File: config.mk
export PLATFORM = sky130hd
export DESIGN_NAME = display_source_scheduler
export DESIGN_NICKNAME = d
export VERILOG_FILES = /design/src/rtl/disp_pkg.sv /design/src/rtl/hex_to_seg.sv /design/src/rtl/display_source_scheduler.sv
export SDC_FILE = /design/constraint.sdc
export NUM_CORES = 1
export LEC_CHECK = 0
export CORE_ASPECT_RATIO = 1.75
export CORE_MARGIN = 2
export CORE_UTILIZATION = 57
export DETAILED_ROUTE_END_ITERATION = 8
export GPL_TIMING_DRIVEN = 0
export PLACE_DENSITY = 0.85
export SLEW_MARGIN = 20
export SYNTH_ARGS = -nofsm -noshare
export SYNTH_HDL_FRONTEND = slang
export SYNTH_HIERARCHICAL = 1
export SYNTH_SLANG_ARGS = --single-unit
File: constraint.sdc
create_clock -name clk_100mhz -period 9.38 [get_ports clk_100mhz]
set_clock_uncertainty 0.1 [all_clocks]
set_input_delay 1.876 -clock clk_100mhz [delete_from_list [all_inputs] [get_ports clk_100mhz]]
set_output_delay 1.876 -clock clk_100mhz [all_outputs]
set_load 0.02 [all_outputs]
File: src/rtl/disp_pkg.sv
// Shared display constants, FSM state type and hex-to-segment table.
package disp_pkg;

  localparam int unsigned DIGITS    = 4;
  localparam logic [6:0]  SEG_BLANK = 7'b1111111;
  localparam logic [3:0]  ANODE_OFF = 4'b1111;

  typedef enum logic {
    ST_IDLE = 1'b0,
    ST_SHOW = 1'b1
  } state_e;

  // Active-low abcdefg patterns, entry i is the glyph for nibble i.
  localparam logic [15:0][6:0] HEX_SEG = {
    7'b0111000,  // F
    7'b0110000,  // E
    7'b1000010,  // d
    7'b0110001,  // C
    7'b1100000,  // b
    7'b0001000,  // A
    7'b0000100,  // 9
    7'b0000000,  // 8
    7'b0001111,  // 7
    7'b0100000,  // 6
    7'b0100100,  // 5
    7'b1001100,  // 4
    7'b0000110,  // 3
    7'b0010010,  // 2
    7'b1001111,  // 1
    7'b0000001   // 0
  };

  // Index of the most significant nonzero nibble; 0 when the value is zero.
  function automatic logic [1:0] top_digit(input logic [15:0] v);
    logic [1:0] t;
    t = 2'd0;
    for (int unsigned i = 1; i < DIGITS; i++) begin
      if (v[4*i +: 4] != 4'h0) t = 2'(i);
    end
    return t;
  endfunction

endpackage

File: src/rtl/hex_to_seg.sv
// Combinational 4-bit hex nibble to active-low seven-segment decoder.
module hex_to_seg
  import disp_pkg::*;
(
  input  logic [3:0] hex_i,
  output logic [6:0] seg_o
);

  // Table lookup.
  assign seg_o = HEX_SEG[hex_i];

endmodule

File: src/rtl/display_source_scheduler.sv
// Round-robin sharing of one 4-digit seven-segment display between NUM_SRC
// producers, with dwell timer and multiplexed digit scan.
// Optional: DISP_LEADING_BLANK_EN blanks digits above the top nonzero nibble.
module display_source_scheduler
  import disp_pkg::*;
#(
  parameter  int unsigned NUM_SRC      = 4,
  parameter  int unsigned DWELL_CYCLES = 100000000,
  parameter  int unsigned REFRESH_BITS = 20,
  localparam int unsigned IDX_W        = $clog2(NUM_SRC)
) (
  input  logic                    clk_100mhz,
  input  logic                    reset,
  input  logic [NUM_SRC-1:0]      src_valid,
  input  logic [16*NUM_SRC-1:0]   src_value,
  output logic [NUM_SRC-1:0]      src_ready,
  output logic [IDX_W-1:0]        cur_src,
  output logic [3:0]              Anode_Activate,
  output logic [6:0]              LED_out
);

  localparam int unsigned DW_W = $clog2(DWELL_CYCLES);

  state_e                  state_q;
  logic [DW_W-1:0]         dwell_q;
  logic [IDX_W-1:0]        ptr_q;
  logic [IDX_W-1:0]        ptr_d;
  logic [IDX_W-1:0]        cur_src_q;
  logic [15:0]             value_q;
  logic [REFRESH_BITS-1:0] cnt_q;
  logic [3:0]              anode_q;
  logic [6:0]              led_q;

  logic [15:0]             vals [NUM_SRC];
  logic [IDX_W-1:0]        cand;
  logic [IDX_W-1:0]        win_idx;
  logic                    win_found;
  logic                    accept_c;
  logic                    grant_c;
  logic [1:0]              digit;
  logic [3:0]              nibble;
  logic [6:0]              seg;
  logic                    lit;

  // Split the flat value bus into per-source words.
  for (genvar g = 0; g < NUM_SRC; g++) begin : g_vals
    assign vals[g] = src_value[16*g +: 16];
  end

  // Round-robin search starting at the pointer, wrapping around.
  always_comb begin
    win_found = 1'b0;
    win_idx   = '0;
    cand      = '0;
    for (int unsigned k = 0; k < NUM_SRC; k++) begin
      cand = IDX_W'((32'(ptr_q) + k) % NUM_SRC);
      if (!win_found && src_valid[cand]) begin
        win_found = 1'b1;
        win_idx   = cand;
      end
    end
  end

  assign accept_c  = (state_q == ST_IDLE) || (dwell_q == '0);
  assign grant_c   = accept_c && win_found && !reset;
  assign src_ready = grant_c ? (NUM_SRC'(1) << win_idx) : '0;
  assign ptr_d     = (win_idx == IDX_W'(NUM_SRC - 1)) ? '0 : win_idx + IDX_W'(1);

  // Scheduler FSM: capture on grant, then count the dwell down and hold at 0.
  always_ff @(posedge clk_100mhz or posedge reset) begin
    if (reset) begin
      state_q   <= ST_IDLE;
      dwell_q   <= '0;
      ptr_q     <= '0;
      cur_src_q <= '0;
      value_q   <= '0;
    end else if (grant_c) begin
      state_q   <= ST_SHOW;
      dwell_q   <= DW_W'(DWELL_CYCLES - 1);
      ptr_q     <= ptr_d;
      cur_src_q <= win_idx;
      value_q   <= vals[win_idx];
    end else if (dwell_q != '0) begin
      dwell_q   <= dwell_q - DW_W'(1);
    end
  end

  // Free-running scan counter; its top two bits pick the digit.
  always_ff @(posedge clk_100mhz or posedge reset) begin
    if (reset) cnt_q <= '0;
    else       cnt_q <= cnt_q + REFRESH_BITS'(1);
  end

  assign digit = cnt_q[REFRESH_BITS-1 -: 2];

  // Select the nibble for the digit being scanned.
  always_comb begin
    case (digit)
      2'd0:    nibble = value_q[3:0];
      2'd1:    nibble = value_q[7:4];
      2'd2:    nibble = value_q[11:8];
      default: nibble = value_q[15:12];
    endcase
  end

`ifdef DISP_LEADING_BLANK_EN
  assign lit = (digit <= top_digit(value_q));
`else
  assign lit = 1'b1;
`endif

  hex_to_seg u_hex_to_seg (
    .hex_i (nibble),
    .seg_o (seg)
  );

  // Registered pin drivers; blank while idle or when the digit is suppressed.
  always_ff @(posedge clk_100mhz or posedge reset) begin
    if (reset) begin
      anode_q <= ANODE_OFF;
      led_q   <= SEG_BLANK;
    end else if ((state_q == ST_SHOW) && lit) begin
      anode_q <= ~(4'b0001 << digit);
      led_q   <= seg;
    end else begin
      anode_q <= ANODE_OFF;
      led_q   <= SEG_BLANK;
    end
  end

  assign cur_src        = cur_src_q;
  assign Anode_Activate = anode_q;
  assign LED_out        = led_q;

endmodule

==> metrics <==
Yosys warning total=6; Core Util, Final=74.50%; # IOs=87; post-route clock period utilization=73.78%; CTS H-Tree Depth=3; CP arrival=4.94 ns; total CTS buffers=9; power per cell area=149.3 nW/µm²; Max VDD drop=0.0001022 V; # diodes=0; share of layout cells above drive strength 1=9.027%; endpoints failing setup=0; most common cell after layout, fill and taps aside=clkdlybuf4s50_1; critical path class=input port to output pin; final hold viol count=0; setup_tns=0 ns; Die Area=8742 µm²; initial antenna violation count=0; max cap viols=0; status=finished, final reports clean; Synth async-reset ratio=100.0%; Starting Density=57.93%; Via-to-Cell Ratio=6.134; crit path launch=src_valid[0]; total gr overflow=0; die height=122.2 µm; Worst-Margin Slew=0.8187 ns; Period minus WS final=6.921 ns; slowest cell on the critical path=a311oi_1; clock tree buffer depth=2; vias in the first global route=4167; placed cells=639; Cell Area, Synth=4551 µm²; P_leak=2.273 nW; Area Growth Syn to Fin=28.59%; CP Data Required Time=7.40 ns; sequential share of the synthesized area=43.74%; Worst Setup Start Kind=input port; antenna viol nets, final=0; Cell variety after synth=54; Routed WL=11220 µm; Final nets=644; Max stage delay on crit path=0.69 ns; fmax=0.1445 GHz; WP buf/inv=4; #FFs+latches synth=79; Setup Buffers After CTS=0; synthesized instance count=462; Rows=43; Final HPWL DP=8722 µm; Hold Crit Start=cnt_q[11]$_DFF_PP0_; Synth Flop Type=dfrtp_1; kind of cell adding the most delay to the critical path=buffers and inverters; Total GRT Usage=26.96%; multi-input logic area=2369 µm²; post_cts resized=0; Worst R2R Start=dwell_q[18]$_DFFE_PP0P_; DRT iter0 DRCs=235; CTS sink cnt=79; RSZ-0062 raised after global routing=false; worst hold path type=flop to flop; core area=7855 µm²; CTS tree=done; largest net degree at the start of global routing=56; Max Slew Vio Count=0; number of iterations in the first detailed-routing pass=4; Placed Area=5562 µm²; Worst-path clk slew=0.06 ns; Die Wd=71.54 µm; Post-Syn Nets=546; global-route wire length before repair=18350 µm; IO Port Bufs=86; worst path cell trace=clkdlybuf4s50_1 > nand2_1 > a311oi_1 > nor2_1 > clkbuf_1 > inv_1 > ha_1 > and3_1 > clkdlybuf4s50_1; Slew headroom=44.82%; Worst setup EP type=output pin; EDFF count, synth=0; via count=4018; final cell count without fillers=655; Max FO, Critical Path=11; final instance area=5852 µm²; WL/cell=17.13 µm; Mapped Avg Cell Area=9.850 µm²; root buffer cell=clkbuf_16; DRC Markers=0; most frequent cells in the layout=clkdlybuf4s50_1 (86), dfrtp_1 (68), o21a_1 (33), a211oi_1 (32), nand2_1 (28); critical path's most frequent cell=clkdlybuf4s50_1; clk_lat worst skew=0.34 ns; CTS Hold Bufs=0; register area=1991 µm²; Placer Congestion=0.8667; FILL cells=589
==> cell usage after synthesis, types with 10 or more instances <==
cell	instances	area share, %
a211oi_1	32	5.3
a21oi_1	13	1.4
clkbuf_1	25	2.1
dfrtp_1	68	37
dfstp_2	11	6.4
ha_1	14	3.8
inv_1	14	1.2
nand2_1	28	2.3
nand3_1	20	2.2
nor2_1	17	1.4
nor3_1	10	1.1
o21a_1	33	5.4
o21ai_0	24	2.6
o31ai_1	23	3.8
xnor2_1	16	3.1
xor2_1	12	2.3
==> where the power goes <==
| group | switching, mW | leakage [nW] | total, mW | internal, mW |
|---|---|---|---|---|
| logic | 0.0791 | 1.19 | 0.150 | 0.0705 |
| registers | 0.0217 | 0.943 | 0.381 | 0.360 |
| clock network | 0.137 | 0.143 | 0.343 | 0.205 |
==> worst paths after layout <==
| check | end | slack [ns] | cells after the start |
|---|---|---|---|
| max in group asynchronous | Anode_Activate[0]$_DFF_PP1_ | 6.80 | 3 |
| min in group asynchronous | cnt_q[4]$_DFF_PP0_ | 1.76 | 2 |
| min reg2reg | cnt_q[11]$_DFF_PP0_ | 0.36 | 1 |
| max | src_ready[0] | 2.46 | 9 |
| min | cnt_q[11]$_DFF_PP0_ | 0.36 | 1 |
| max reg2reg | dwell_q[9]$_DFFE_PP0P_ | 6.23 | 8 |
==> cells by family (layout without fill, tap and decap cells) <==
logic type | after synthesis | count (layout) | synth area share [%]
XOR/XNOR | 28 | 28 | 5.389
adder cells (fa/ha/maj) | 14 | 14 | 3.849
flip-flops | 79 | 79 | 43.74
AO/OA/AOI/OAI | 148 | 148 | 22.46
multiplexers | 9 | 9 | 3.189
buffers and inverters | 46 | 149 | 4.371
AND/OR/NAND/NOR | 138 | 138 | 16.99
==> worst register-to-register path, stage by stage, from the launching register on <==
cell and delay (ns):
dfrtp_1 0.42, nor4_1 0.72, and3_1 0.27, clkbuf_1 0.29, a311o_1 0.29, clkbuf_1 0.38
buf_2 0.32, o21ai_0 0.12, a21oi_1 0.16
==> flip-flops by register name, summed over array words and instances (netlist names) <==
signal,cells
dwell_q,27
cnt_q,20
value_q,16
LED_out,7
Anode_Activate,4
cur_src,2
ptr_q,2
state_q,1
==> per-layer routing <==
| layer | GRT usage (%) | wire length, µm | part of all wire [%] | vias up |
|---|---|---|---|---|
| met1 | 25.76 | 3890 | 35 | 1929 |
| li1 | - | - | - | 1918 |
| met4 | 16.16 | 395 | 3.5 | 0 |
| met2 | 51.91 | 6441 | 57 | 140 |
| met5 | 0 | 0 | 0 | - |
| met3 | 4.301 | 492 | 4.4 | 31 |
==> layout make-up <==
type                            instances  area share (%)
Clock buffer                           10           3.913
Clock inverter                          6           1.048
Timing Repair Buffer                   87           15.18
Tap cell                               90           1.924
Inverter                               15           1.005
Buffer                                 31           2.437
Sequential cell                        79           34.02
Multi-Input combinational cell        337           40.47
==> per-stage QoR <==
stage	setup slack [ns]	total power [mW]	hold slack, ns
after floorplan	2.686	0.4717	0.3337
after global placement	0.7124	0.5257	0.3478
after detailed placement	2.449	0.5342	0.3555
after CTS	2.443	0.8763	0.3660
after global routing	2.154	0.9075	0.3687
final	2.459	0.8735	0.3633
Note: power is estimated with default switching activity, not from simulation.
